===== config.mk =====
export PLATFORM = sky130hd
export DESIGN_NAME = neuron_mac_sequencer
export DESIGN_NICKNAME = d
export VERILOG_FILES = /design/src/rtl/neuron_mac_sequencer.sv
export SDC_FILE = /design/constraint.sdc
export NUM_CORES = 1
export LEC_CHECK = 0
export CAP_MARGIN = 10
export CORE_ASPECT_RATIO = 1.2
export CORE_UTILIZATION = 44
export CTS_CLUSTER_DIAMETER = 100
export DETAILED_ROUTE_END_ITERATION = 8
export GPL_ROUTABILITY_DRIVEN = 0
export PLACE_DENSITY = 0.79
export SLEW_MARGIN = 20
export SYNTH_ARGS = -nofsm -noshare
export SYNTH_HDL_FRONTEND = slang
export SYNTH_SLANG_ARGS = --single-unit

===== constraint.sdc =====
create_clock -name clk -period 1.8 [get_ports clk]
set_clock_uncertainty 0.2 [all_clocks]
set_input_delay 0.45 -clock clk [delete_from_list [all_inputs] [get_ports clk]]
set_output_delay 0.45 -clock clk [all_outputs]
set_load 0.01 [all_outputs]

===== src/rtl/neuron_mac_sequencer.sv =====
// rtl/neuron_mac_sequencer.sv - term sequencer driving an 8-bit signed x*weight+bias accumulate unit
module neuron_mac_sequencer #(
  parameter int DW        = 8,
  parameter int SETUP_CYC = 2,
  parameter int MAX_TERMS = 16,
  localparam int CW       = $clog2(MAX_TERMS + 1)
) (
  input  logic                 clk,
  input  logic                 rst,
  input  logic                 in_valid,
  output logic                 in_ready,
  input  logic signed [DW-1:0] in_x,
  input  logic signed [DW-1:0] in_w,
  input  logic signed [DW-1:0] in_bias,
  input  logic                 in_last,
  output logic                 acc_clr,
  output logic                 acc_en,
  output logic signed [DW-1:0] acc_x,
  output logic signed [DW-1:0] acc_w,
  output logic signed [DW-1:0] acc_bias,
  input  logic signed [DW-1:0] acc_accu,
  output logic                 out_valid,
  input  logic                 out_ready,
  output logic signed [DW-1:0] out_data,
  output logic [CW-1:0]        out_terms,
  output logic                 out_ovf
);

  // Setup countdown only needs to reach SETUP_CYC-1.
  localparam int SW = (SETUP_CYC > 1) ? $clog2(SETUP_CYC) : 1;

  typedef enum logic [2:0] {
    S_IDLE,
    S_CLEAR,
    S_ACCEPT,
    S_SETUP,
    S_FIRE,
    S_SETTLE,
    S_OUT
  } state_t;

  state_t                r_state;
  logic                  r_in_ready;
  logic                  r_acc_clr;
  logic                  r_acc_en;
  logic signed [DW-1:0]  r_acc_x;
  logic signed [DW-1:0]  r_acc_w;
  logic signed [DW-1:0]  r_acc_bias;
  logic                  r_out_valid;
  logic signed [DW-1:0]  r_out_data;
  logic [CW-1:0]         r_out_terms;
  logic                  r_ovf;
  logic [CW-1:0]         r_cnt;
  logic                  r_first;
  logic                  r_last;
  logic [SW-1:0]         r_setup_cnt;

  logic                  w_in_hs;
  logic                  w_room;

  assign w_in_hs = in_valid && r_in_ready;
  // Once MAX_TERMS terms have been accumulated further terms are swallowed without a strobe.
  assign w_room  = (r_cnt != CW'(MAX_TERMS));

  // Sequencer FSM; every output is registered and set on entry to the state that owns it.
  always_ff @(posedge clk) begin
    if (!rst) begin
      r_state     <= S_IDLE;
      r_in_ready  <= 1'b0;
      r_acc_clr   <= 1'b1;
      r_acc_en    <= 1'b0;
      r_acc_x     <= '0;
      r_acc_w     <= '0;
      r_acc_bias  <= '0;
      r_out_valid <= 1'b0;
      r_out_data  <= '0;
      r_out_terms <= '0;
      r_ovf       <= 1'b0;
      r_cnt       <= '0;
      r_first     <= 1'b1;
      r_last      <= 1'b0;
      r_setup_cnt <= '0;
    end else begin
      case (r_state)
        S_IDLE: begin
          r_acc_clr <= 1'b1;
          r_state   <= S_CLEAR;
        end
        S_CLEAR: begin
          r_cnt      <= '0;
          r_first    <= 1'b1;
          r_ovf      <= 1'b0;
          r_acc_clr  <= 1'b0;
          r_in_ready <= 1'b1;
          r_state    <= S_ACCEPT;
        end
        S_ACCEPT: begin
          if (w_in_hs) begin
            r_in_ready <= 1'b0;
            r_acc_x    <= in_x;
            r_acc_w    <= in_w;
            r_last     <= in_last;
            // Bias rides only with the first term so it is summed once per neuron.
            r_acc_bias <= r_first ? in_bias : '0;
            if (SETUP_CYC <= 1) begin
              r_acc_en <= w_room;
              r_state  <= S_FIRE;
            end else begin
              r_setup_cnt <= SW'(SETUP_CYC - 1);
              r_state     <= S_SETUP;
            end
          end
        end
        S_SETUP: begin
          if (r_setup_cnt <= SW'(1)) begin
            r_acc_en <= w_room;
            r_state  <= S_FIRE;
          end else begin
            r_setup_cnt <= r_setup_cnt - SW'(1);
          end
        end
        S_FIRE: begin
          r_acc_en <= 1'b0;
          r_first  <= 1'b0;
          if (w_room) begin
            r_cnt <= r_cnt + CW'(1);
          end else begin
            r_ovf <= 1'b1;
          end
          if (r_last) begin
            r_state <= S_SETTLE;
          end else begin
            r_in_ready <= 1'b1;
            r_state    <= S_ACCEPT;
          end
        end
        S_SETTLE: begin
          // accumulate registered the last strobe on the previous edge; its accu is now valid.
          r_out_data  <= acc_accu;
          r_out_terms <= r_cnt;
          r_out_valid <= 1'b1;
          r_state     <= S_OUT;
        end
        S_OUT: begin
          if (out_ready) begin
            r_out_valid <= 1'b0;
            r_acc_clr   <= 1'b1;
            r_state     <= S_CLEAR;
          end
        end
        default: begin
          r_in_ready  <= 1'b0;
          r_acc_en    <= 1'b0;
          r_out_valid <= 1'b0;
          r_acc_clr   <= 1'b1;
          r_state     <= S_IDLE;
        end
      endcase
    end
  end

  assign in_ready  = r_in_ready;
  assign acc_clr   = r_acc_clr;
  assign acc_en    = r_acc_en;
  assign acc_x     = r_acc_x;
  assign acc_w     = r_acc_w;
  assign acc_bias  = r_acc_bias;
  assign out_valid = r_out_valid;
  assign out_data  = r_out_data;
  assign out_terms = r_out_terms;
  assign out_ovf   = r_ovf;

endmodule


==> results.py <==
metrics = {
    "run_status": {
        "status": "complete, no violations",
    },
    "global_routing": {
        "overflow": 0,
        "grt_pass1_vias": 1697,
        "grt_pass1_wl_um": 7500,
        "gr-usage-all-layers": 0.181,
        "grt_max_degree": 26,
        "antenna_found_initial": 0,
    },
    "drt": {
        "dr.pass1.iters": 4,
        "wl_per_cell_um": 11.5,
        "wirelength_um": 4560,
        "drt-vias-per-instance": 4.93,
        "antenna_left": 0,
        "via_count": 1951,
        "first_iter_violations": 57,
        "drc_errors": 0,
    },
    "clock_tree": {
        "cts_buffers": 5,
        "clock_latency_ns": 0.30,
        "cts_setup_buffers": 0,
        "postCtsHoldBufs": 0,
        "cts_tree": "done",
        "cts_root_buffer": "clkbuf_8",
        "clk_path_buf_depth": 2,
        "ctsHtreeMaxLevel": 2,
        "path_clk_slew_ns": 0.09,
        "clock-sinks": 52,
    },
    "synth": {
        "synth_cell_type_count": 40,
        "yosys_warnings": 0,
        "ys_ff_latch": 52,
        "syn_nets": 295,
        "synth_area_um2": 2220,
        "syn-instance-count": 256,
        "avgSynthCellArea_um2": 8.69,
        "ys_seq_area_frac": 0.468,
    },
    "pwr": {
        "vdd_ir_drop_max_v": 0.000380,
        "sw_frac_of_total": 0.247,
        "power.switching_uw": 589,
        "seqPwrFrac": 0.517,
        "comb_power_share": 0.150,
        "p_clk_frac": 0.333,
        "fin_total_pwr_uw": 2390,
        "powerDensity_nw_per_um2": 758,
        "leakage_uw": 0.00136,
        "internal_power_uw": 1800,
    },
    "layout": {
        "drive_above_1_share": 0.0893,
        "final_nets": 374,
        "area_delta_synth_final_pct": 41.5,
        "seq_area_um2": 1040,
        "fill_cells": 430,
        "fin_area_um2": 3150,
        "multi_input_area_um2": 1060,
        "n_antenna_cell": 0,
    },
    "critical_path": {
        "crit_required_ns": 1.77,
        "rrSetupSlack_ns": 0.13,
        "startpoint_type": "flip-flop",
        "cp-startpoint": "r_state[0]",
        "critical_path_class": "flip-flop to flip-flop",
        "rr_worst_depth": 3,
        "r2r_start": "r_state[0]",
        "crit_arrival_ns": 1.64,
        "crit_fanout": 11,
        "worst_r2r_endpoint": "r_cnt[2]",
        "end_kind": "flip-flop",
    },
    "sta": {
        "min_period_ns": 1.67,
        "slew_headroom": 0.732,
        "worst_slew_pin_slew_ns": 0.401,
        "period_share": 0.927,
        "fin_tns_setup_ns": 0,
        "final-setup-viol-count": 0,
        "fmax_mhz": 599,
        "final_hold_viol_count": 0,
        "slew_violations": 0,
        "rsz0062_at_grt": "no",
    },
    "floorplan": {
        "fp-row-count": 28,
        "die_h_um": 79.9,
        "core_um2": 4900,
        "start_util": 0.454,
        "dieWidth_um": 66.9,
        "ios": 79,
        "dieArea_um2": 5350,
    },
    "placed_design": {
        "place_hpwl_um": 3210,
        "dpl_cell_area_um2": 3090,
        "portBuffers": 78,
    },
    "min_path": {
        "whs_endpoint": "out_terms[2]",
        "min_path_type": "flip-flop to flip-flop",
        "holdCritStartpoint": "out_terms[2]",
        "min_path_cells": 2,
    },
    "flow_run": {
        "drv_cap": 0,
    },
}
[metrics by stage]
step           utilization  hold slack [ns]  cells  setup WS (ns)
2_1_floorplan            -            0.253    256          0.245
3_3_place_gp         0.629            0.242    388        -0.0666
3_5_place_dp         0.629            0.247    388         -0.132
4_1_cts              0.641            0.257    396         0.0985
5_1_grt              0.642            0.271    396         0.0116
6_report             0.642            0.254    396          0.131
[worst max path at each step]
stage / end / slack [ns] / depth (start not counted)
2_1_floorplan: acc_bias[4] / 0.24 / 5
3_3_place_gp: acc_bias[7] / -0.07 / 5
3_5_place_dp: acc_bias[2] / -0.13 / 5
4_1_cts: acc_bias[2] / 0.1 / 5
5_1_grt: r_cnt[2] / 0.01 / 3
6_report: r_cnt[2] / 0.13 / 3
[cell usage after synthesis (all sizes together)]
master   instances  area [um2]
or3b             2        20.0
nand3           12        60.1
ha               2        25.0
nand4            2        12.5
o31ai            1        7.51
a21oi           20         104
a22oi            1        7.51
nor3b            1        7.51
nand2b           2        20.0
a21o             2        15.0
nor2b            3        18.8
dfxtp           52        1040
nor2             5        21.3
clkinv           1        3.75
and3b            1        8.76
a31oi            1        6.26
o221a            1        11.3
inv              3        11.3
o21bai           1        7.51
nand2           76         285
a2111oi          1        8.76
xor2             2        17.5
o21ai            5        25.0
buf              7        62.6
or3              1        6.26
nor3             2        10.0
o32a             1        10.0
nand4bb          1        11.3
o211a            1        10.0
clkbuf          13        48.8
a2bb2oi          1        8.76
a311oi           1        8.76
mux2i           28         280
nand3b           3        22.5
[cell type report]
cell class,instances,share of cell area
Multi-Input combinational cell,180,0.338
Sequential cell,52,0.331
Clock buffer,5,0.0219
Clock inverter,3,0.0135
Timing Repair Buffer,92,0.267
Tap cell,60,0.0239
Inverter,4,0.00477
[cells in the final DEF, fill, tap and decap left out, drive strengths merged]
| cell | instances |
|---|---|
| a21oi | 20 |
| clkinv | 2 |
| clkinvlp | 1 |
| o21ai | 5 |
| o31ai | 1 |
| clkbuf | 5 |
| o32a | 1 |
| a31oi | 1 |
| o21bai | 1 |
| dlygate4sd2 | 42 |
| and3b | 1 |
| nor2b | 3 |
| nand3b | 3 |
| nand2 | 76 |
| dfxtp | 52 |
| a22oi | 1 |
| nand4bb | 1 |
| nor3 | 2 |
| nand3 | 12 |
| a21o | 2 |
| xor2 | 2 |
| a2111oi | 1 |
| o211a | 1 |
| inv | 3 |
| clkdlybuf4s50 | 35 |
| mux2i | 28 |
| nor2 | 5 |
| nand4 | 2 |
| a311oi | 1 |
| nor3b | 1 |
| nand2b | 2 |
| bufinv | 1 |
| or3b | 2 |
| buf | 15 |
| a2bb2oi | 1 |
| or3 | 1 |
| ha | 2 |
| o221a | 1 |
[power by group through the flow]
stage | clock network [uW] | logic [uW] | registers (uW)
6_report | 795 | 358 | 1230
5_1_grt | 869 | 398 | 1240
4_1_cts | 815 | 360 | 1230
3_5_place_dp | 0 | 376 | 1260
3_3_place_gp | 0 | 371 | 1260
2_1_floorplan | 0 | 220 | 1250
[routing by layer]
metal,track usage,vias up,routed length [um]
met3,0.0657,7,383
met5,0,-,0
li1,-,1014,-
met1,0.220,860,2050
met4,0.0511,0,51
met2,0.296,70,2070
[kinds of logic after synthesis]
family	after synthesis	share of synthesized area
and+or+nand+nor	111	0.227
DFF	52	0.468
AOI/OAI and AO/OA	37	0.103
muxes	28	0.126
buffers and inverters	24	0.0568
xor gates and xnor gates	2	0.00788
adders and majority gates	2	0.0112
[critical path: stages, from the launching register on]
cell and delay [ns]:
dfxtp_1 0.54, or3b_2 0.56, nand2_1 0.17, a311oi_1 0.07
[timing repair]
item,4_1_cts,5_1_grt
endpoints found under the setup margin,42,1
cloned,0,0
gates resized for setup,42,1
[registers in the layout (all words and copies together), names as in the netlist]
name       cells
out_terms      5
in_ready       1
out_valid      1
r_first        1
out_ovf        1
acc_x          8
r_last         1
r_cnt          5
acc_en         1
out_data       8
acc_bias       8
acc_w          8
r_state        3
acc_clr        1
Note: power is estimated with default switching activity, not from simulation.
